$ cat src/rtl/sr_excite_drv.sv
// sr_excite_drv: write-side excitation driver for a bank of srff cells.
//
// Accepts a target word over valid/ready. Computes per-bit set/reset excitation
// against a shadow copy of the bank. Drives a one-cycle S/R pulse, waits
// SETTLE_CYCLES, then pulses done. S and R are never high on the same bit.
//
// Optional feature: define SR_EXCITE_VERIFY_EN to compare the bank readback
// (q_fb) with the target in CHECK. This drives err and resyncs the shadow from
// q_fb. Without the macro, q_fb is ignored and err is tied low.
//
// Ports:
//   clk, rst_n     clock, asynchronous active-low reset
//   in_valid/ready target handshake; in_data is the target word
//   s_out, r_out   registered set/reset excitation to the bank
//   q_fb           bank q outputs (verify build only)
//   busy           transfer in progress (DRIVE..CHECK)
//   done           one-cycle completion pulse (CHECK)
//   err            last transfer failed verification (level)
module sr_excite_drv #(
  parameter int unsigned WIDTH         = 8,
  parameter int unsigned SETTLE_CYCLES = 2
) (
  input  logic             clk,
  input  logic             rst_n,
  input  logic             in_valid,
  output logic             in_ready,
  input  logic [WIDTH-1:0] in_data,
  output logic [WIDTH-1:0] s_out,
  output logic [WIDTH-1:0] r_out,
  input  logic [WIDTH-1:0] q_fb,
  output logic             busy,
  output logic             done,
  output logic             err
);

  localparam int unsigned CntW = $clog2(SETTLE_CYCLES + 1);

  typedef enum logic [1:0] {StIdle, StDrive, StSettle, StCheck} state_e;

  state_e            state_q, state_d;
  logic [WIDTH-1:0]  target_q, target_d;
  logic [WIDTH-1:0]  shadow_q, shadow_d;
  logic [CntW-1:0]   cnt_q, cnt_d;
  logic [WIDTH-1:0]  s_q, s_d;
  logic [WIDTH-1:0]  r_q, r_d;

`ifdef SR_EXCITE_VERIFY_EN
  logic err_q, err_d;
`else
  logic unused_q_fb;
  assign unused_q_fb = ^q_fb;
`endif

  always_comb begin
    state_d  = state_q;
    target_d = target_q;
    shadow_d = shadow_q;
    cnt_d    = cnt_q;
    // Excitation is only ever non-zero for the single DRIVE cycle.
    s_d      = '0;
    r_d      = '0;
`ifdef SR_EXCITE_VERIFY_EN
    err_d    = err_q;
`endif
    unique case (state_q)
      StIdle: begin
        if (in_valid) begin
          target_d = in_data;
          s_d      = in_data & ~shadow_q;
          r_d      = ~in_data & shadow_q;
          state_d  = StDrive;
        end
      end
      StDrive: begin
        cnt_d   = CntW'(SETTLE_CYCLES - 1);
        state_d = StSettle;
      end
      StSettle: begin
        if (cnt_q == '0) begin
          state_d = StCheck;
        end else begin
          cnt_d = cnt_q - CntW'(1);
        end
      end
      StCheck: begin
`ifdef SR_EXCITE_VERIFY_EN
        err_d    = (q_fb != target_q);
        // Resync from the bank so a retry re-excites any bits that failed.
        shadow_d = q_fb;
`else
        shadow_d = target_q;
`endif
        state_d  = StIdle;
      end
      default: state_d = StIdle;
    endcase
  end

  always_ff @(posedge clk or negedge rst_n) begin
    if (!rst_n) begin
      state_q  <= StIdle;
      target_q <= '0;
      shadow_q <= '0;
      cnt_q    <= '0;
      s_q      <= '0;
      r_q      <= '0;
    end else begin
      state_q  <= state_d;
      target_q <= target_d;
      shadow_q <= shadow_d;
      cnt_q    <= cnt_d;
      s_q      <= s_d;
      r_q      <= r_d;
    end
  end

`ifdef SR_EXCITE_VERIFY_EN
  always_ff @(posedge clk or negedge rst_n) begin
    if (!rst_n) begin
      err_q <= 1'b0;
    end else begin
      err_q <= err_d;
    end
  end
  assign err = err_q;
`else
  assign err = 1'b0;
`endif

  assign s_out    = s_q;
  assign r_out    = r_q;
  assign in_ready = (state_q == StIdle);
  assign busy     = (state_q != StIdle);
  assign done     = (state_q == StCheck);

endmodule

$ cat config.mk
export PLATFORM = sky130hd
export DESIGN_NAME = sr_excite_drv
export DESIGN_NICKNAME = d
export VERILOG_FILES = /design/src/rtl/sr_excite_drv.sv
export SDC_FILE = /design/constraint.sdc
export NUM_CORES = 1
export LEC_CHECK = 0
export ABC_CLOCK_PERIOD_IN_PS = 1300
export CAP_MARGIN = 5
export CORE_AREA = 2 2 62 64
export DETAILED_ROUTE_END_ITERATION = 7
export DIE_AREA = 0 0 64 66
export PLACE_DENSITY = 0.72
export SLEW_MARGIN = 20
export SYNTH_ARGS = -nofsm -noshare
export SYNTH_HDL_FRONTEND = slang
export SYNTH_SLANG_ARGS = --single-unit
$ cat constraint.sdc
create_clock -name clk -period 1.3 [get_ports clk]
set_input_delay 0.39 -clock clk [delete_from_list [all_inputs] [get_ports clk]]
set_output_delay 0.39 -clock clk [all_outputs]
set_load 0.005 [all_outputs]
# --- Word-level counts from Yosys, hierarchy flattened ---
# Cells that the tools add are included.
totals:
  ram_bits: 0
  latchBits: 0
  input_bits: 19
  register_bits: 36
  romBits: 0
  n_memories: 0
op_classes:
  magnitude_cmp: 0
  n_div: 0
  eq_ne: 6
  addsub: 1
  shift: 0
  mux: 9
  bitwise: 4
  mul: 0
  reduce_logical: 7
ops:
  columns: ["cell", "n"]
  rows:
  - ["$mux 8", 4]
  - ["$and 8x8->8", 2]
  - ["$not 8->8", 2]
  - ["$pmux 2 s4", 1]
  - ["$mux 2", 3]
  - ["$ne 2x2->1 const B", 3]
  - ["$reduce_and 2->1", 3]
  - ["$eq 2x2->1 const B", 2]
  - ["$logic_not 2->1", 2]
  - ["$pmux 2 s2", 1]
  - ["$reduce_bool 2->1", 2]
  - ["$eq 2x1->1 const B", 1]
  - ["$sub 2x1->2 const B", 1]

# --- Longest topological paths before layout ---
logic_depth:
  word_depth: 4
  ltp_mapped: 5

# --- Least setup slack after synthesis ---
# Ideal clock, no wire load.
synth_path:
  path_kind: "register -> register"
  from: "register state_q[0]"
  to: "register state_q[1]"
  stages_incl_launch_ff: 6
  path_slack_ns: -0.107
  period_less_slack_ns: 1.407
  required_time_ns: 1.172
  arrival_ns: 1.279
  cell_sequence: "dfrtp_1 -> inv_1 -> ha_1 -> and2b_1 -> nor2_1 -> mux2_1"
synth_between:
  elab_chain_len: 3
  word_cells_on_any_way: 8
  cone_classes: "5 x eq/ne; 1 x mux; 2 x reduce/logical"
synth_lines:
  columns: ["item", "line_no", "rtl"]
  rows:
  - ["start: declaration", "40", "state_e state_q, state_d;"]
  - ["start signal: assignment", "101", "state_q <= StIdle;"]
  - ["start signal: assignment", "108", "state_q <= state_d;"]
  - ["$eq 2x2->1 / $logic_not 2->1 (equally long branches)", "65", "unique case (state_q)"]
  - ["$ne 2x2->1 (no line)", null, null]
  - ["$reduce_and 2->1 (no line)", null, null]
# Several ways; a longest one is shown, not always the timed one.
# A chain may end at the register's enable or synchronous reset.

# --- Worst setup path in the final report ---
layout_path:
  from: "register state_q[0]"
  to: "output busy"
layout_between:
  elab_chain_len: 1
layout_lines:
  columns: ["item", "line_no", "rtl"]
  rows:
  - ["$reduce_bool 2->1", "133", "assign busy = (state_q != StIdle);"]
  - ["end: declaration", "31", "output logic busy,"]
# Every way passes these cells.

==> summary.txt <==
Outcome
  • Run status: complete, but fails checks
  • Violated checks: negative setup slack

Synthesis
  • Dominant combinational cell family by area after synthesis: simple AND/OR/NAND/NOR gates
  • Gate count after technology mapping: 95
  • Multiplexer share of the synthesized area: 13.86%
  • Synth Warn #: 0
  • Complex-gate fraction of the synthesized area: 1.635%
  • Fraction of synthesized cell area taken by the top area cell type: 61.96%
  • Synthesized Nets: 120
  • Synth area leaders: dfrtp_1 (62%), nor3b_2 (8.6%), mux2_1 (7.0%), mux2_2 (6.2%), ha_1 (5.2%)
  • Count of cell types in the netlist: 18
  • Mapped cell area: 1454 um2
  • Biggest area consumer among synthesized cells: dfrtp_1
  • Synth Area per Inst: 15.30 um2
  • Synth Area in XOR/XNOR: 0%
  • Adder-cell area share of the yosys netlist: 5.164%
  • Area share of and/or/nand/nor cells after synthesis: 13.94%
  • Post-synthesis sequential element count: 36
  • Sequential area share after synthesis: 61.96%

Power
  • Worst VDD drop: 1194 uV
  • Power per cell area: 2239 nW/um2
  • Standby leakage power: 1.030 nW

Drt
  • DR vias/cell: 4.878
  • Average detailed-routed wire length per instance: 15.98 um
  • Overall routed net length: 3149 um
  • Via count: 961
  • Count of antenna-violating nets left after detailed routing: 0
  • Remaining design rule violation count: 0
  • Total iterations of the first detailed-routing run: 4
  • Wire length on met2: 1564 um
  • First-iteration detailed-routing DRC count: 12
  • Length of routed wiring on met1: 1298 um
  • Routed wl met3: 189 um
  • Highest metal used: met4

GRT
  • Total GRT Usage: 16.65%
  • Overflow left after global routing: 0
  • Global-route wire length before repair: 5175 um
  • Initial antenna violation count: 0
  • Vias in the first global route: 1,042
  • Largest net degree at the start of global routing: 16

Floorplanning
  • Number of rows in the core area: 22
  • Top-Level Pins: 39
  • Placeable core region: 3551 um2
  • Die boundary width: 64 um
  • Initial Utilization: 40.94%
  • DIE AREA: 4224 um2
  • Die Ht: 66 um

STA
  • Smallest setup slack after layout: -0.3190 ns
  • Unrepaired setup endpoints after global routing: yes
  • Period Utilization, post-route: 124.5%
  • Setup clock skew after layout: 0.005627 ns
  • Fin. Hold Viols: 0
  • Max Freq: 0.6177 GHz
  • Setup TNS: -3.209 ns
  • Total setup violations reported at the end of the flow: 31
  • Slew Limit Fails: 0
  • Shortest period the worst path allows: 1.619 ns

Layout
  • Layout-stage area growth over the synthesis result: 49.23%
  • Fraction of final layout cells with drive strength greater than 1: 62.42%
  • Antenna Diode Count: 0
  • Finished Layout Cells: 197
  • Net count of the finished layout: 173

Worst setup path
  • Worst reg2reg setup slack: -0.30 ns
  • WP depth: 5
  • Crit path capture type: output port
  • List of cells traversed by the critical path: buf_6 > inv_8 > ha_4 > inv_2 > buf_6
  • Reg-to-Reg Start: state_q[0]
  • Top Family by Delay on Critical Path: flip-flops
  • Most frequent cell on the critical path: buf_6
  • CP Launch Point: state_q[0]
  • Required time reported for the critical path endpoint: 0.91 ns
  • Reg2reg path depth: 7
  • Critical path fanouts, max: 3
  • Worst setup SP type: flop
  • Crit path arrival time: 1.23 ns
  • CP peak stage delay: 0.42 ns
  • Destination of the worst register-to-register timing path: state_q[1]
  • Slowest stage cell, crit path: dfrtp_1
  • Critical path class: reg2out
  • Critical path destination: busy
  • Buffer and inverter count on the worst path: 4

Hold path
  • Hold depth: 1
  • Kind of path behind the tightest hold check: reg2reg

Clocking
  • Number of buffers added by the clock tree synthesis step: 5
  • Clock input transition at the sequential cells of the worst setup and hold paths: 0.11 ns
  • TritonCTS clock tree: done
  • CTS Buffer Depth: 2
  • Clk_lat worst skew: 0.34 ns
  • H-Tree Depth: 2
  • Number of clock sinks seen by CTS: 36
  • Root Buffer: clkbuf_4

Place
  • HPWL reported at the end of detailed placement: 1846 um
  • PortBufs: 29
  • Number of cells in the design after placement: 182
  • RD Place Congestion: 0.8309

Job
  • Max_cap viols: 0
## state kept, by name, summed over array words and instances, names as in the netlist
signal,count
cnt_q,2
r_out,8
s_out,8
shadow_q,8
state_q,2
target_q,8
## layer usage
layer / vias to the layer above / GRT usage [%]
met5: - / 0
li1: 425 / -
met2: 38 / 27.34
met1: 491 / 19.53
met4: 0 / 9.511
met3: 7 / 4.770
## cell families (layout without fill, tap and decap cells)
group                      Yosys count  after routing
and+or+nand+nor                     21             21
other                                1              1
adders and majority gates            6              6
muxes                               18             18
buffers and inverters               10             64
AOI/OAI and AO/OA                    3              3
DFF                                 36             36
## how the worst min path moves through the flow
stage               end         from
2_1_floorplan  cnt_q[0]        rst_n
3_3_place_gp   r_out[1]        rst_n
3_5_place_dp   s_out[1]        rst_n
4_1_cts        s_out[4]  shadow_q[4]
5_1_grt        s_out[7]  shadow_q[7]
6_report       s_out[3]  shadow_q[3]
## Yosys cell counts, drive strengths merged
| cell | instances |
|---|---|
| ha | 6 |
| buf | 3 |
| nor2 | 1 |
| a22o | 1 |
| o32a | 1 |
| dfrtp | 36 |
| a21oi | 1 |
| nor3b | 16 |
| mux2 | 17 |
| conb | 1 |
| inv | 7 |
| nor2b | 1 |
| nand2 | 2 |
| mux2i | 1 |
| and2b | 1 |
## final cells by class
| cell class | instances | area, um2 |
|---|---|---|
| well taps | 48 | 60.06 |
| repair buffers | 49 | 410.4 |
| inverters | 7 | 38.79 |
| multi-input cells | 49 | 679.4 |
| clock buffers | 5 | 37.54 |
| clock inverters | 3 | 42.54 |
| flip-flops and latches | 36 | 900.9 |
| fillers | 281 | 1381 |
## repair_timing
action | 4_1_cts | 5_1_grt
hold buffers | 1 | 0
gates resized for setup | 107 | 14
cloned | 1 | 0
pin swaps | 4 | 10
setup endpoints to repair | 37 | 42
hold endpoints to repair | 13 | 0
setup buffers | 4 | 2
## cells in the final DEF, fill, tap and decap left out, drive strengths merged
cell / count
clkinv: 1
buf: 37
mux2: 17
a22o: 1
o32a: 1
clkinvlp: 1
and2b: 1
conb: 1
nor3b: 16
mux2i: 1
a21oi: 1
nor2: 1
clkdlybuf4s50: 9
clkbuf: 7
dfrtp: 36
nand2: 2
inv: 7
nor2b: 1
bufinv: 1
ha: 6
dlygate4sd3: 1
## worst reg2reg max path: stages (launching register included)
cell and delay [ns]:
dfrtp_1 0.40, buf_6 0.13, inv_8 0.04, buf_4 0.13
ha_4 0.14, and2b_2 0.22, nor2_4 0.13, mux2_4 0.31
## stage by stage
stage | util (%) | power, mW | setup WS [ns] | hold WS [ns] | cell area, um2
final | 61.10 | 4.857 | -0.3190 | 0.4629 | 2170
after global routing | 61.10 | 5.152 | -0.3780 | 0.4923 | 2170
after CTS | 59.65 | 4.605 | -0.3041 | 0.4620 | 2118
after detailed placement | 53.63 | 3.303 | -0.3976 | 0.3146 | 1904
after global placement | 53.63 | 3.196 | -0.3129 | 0.3080 | 1904
after floorplan | - | 2.570 | -0.06100 | 0.09441 | 1469
## where the power goes
| part | total, mW | internal, mW | switching [mW] | leakage (nW) |
|---|---|---|---|---|
| Clock | 0.793 | 0.401 | 0.392 | 0.0412 |
| Sequential | 1.73 | 1.50 | 0.236 | 0.459 |
| Combinational | 2.33 | 1.40 | 0.933 | 0.530 |
| Total | 4.86 | 3.30 | 1.56 | 1.03 |
Power figures use the tool's default switching activity.
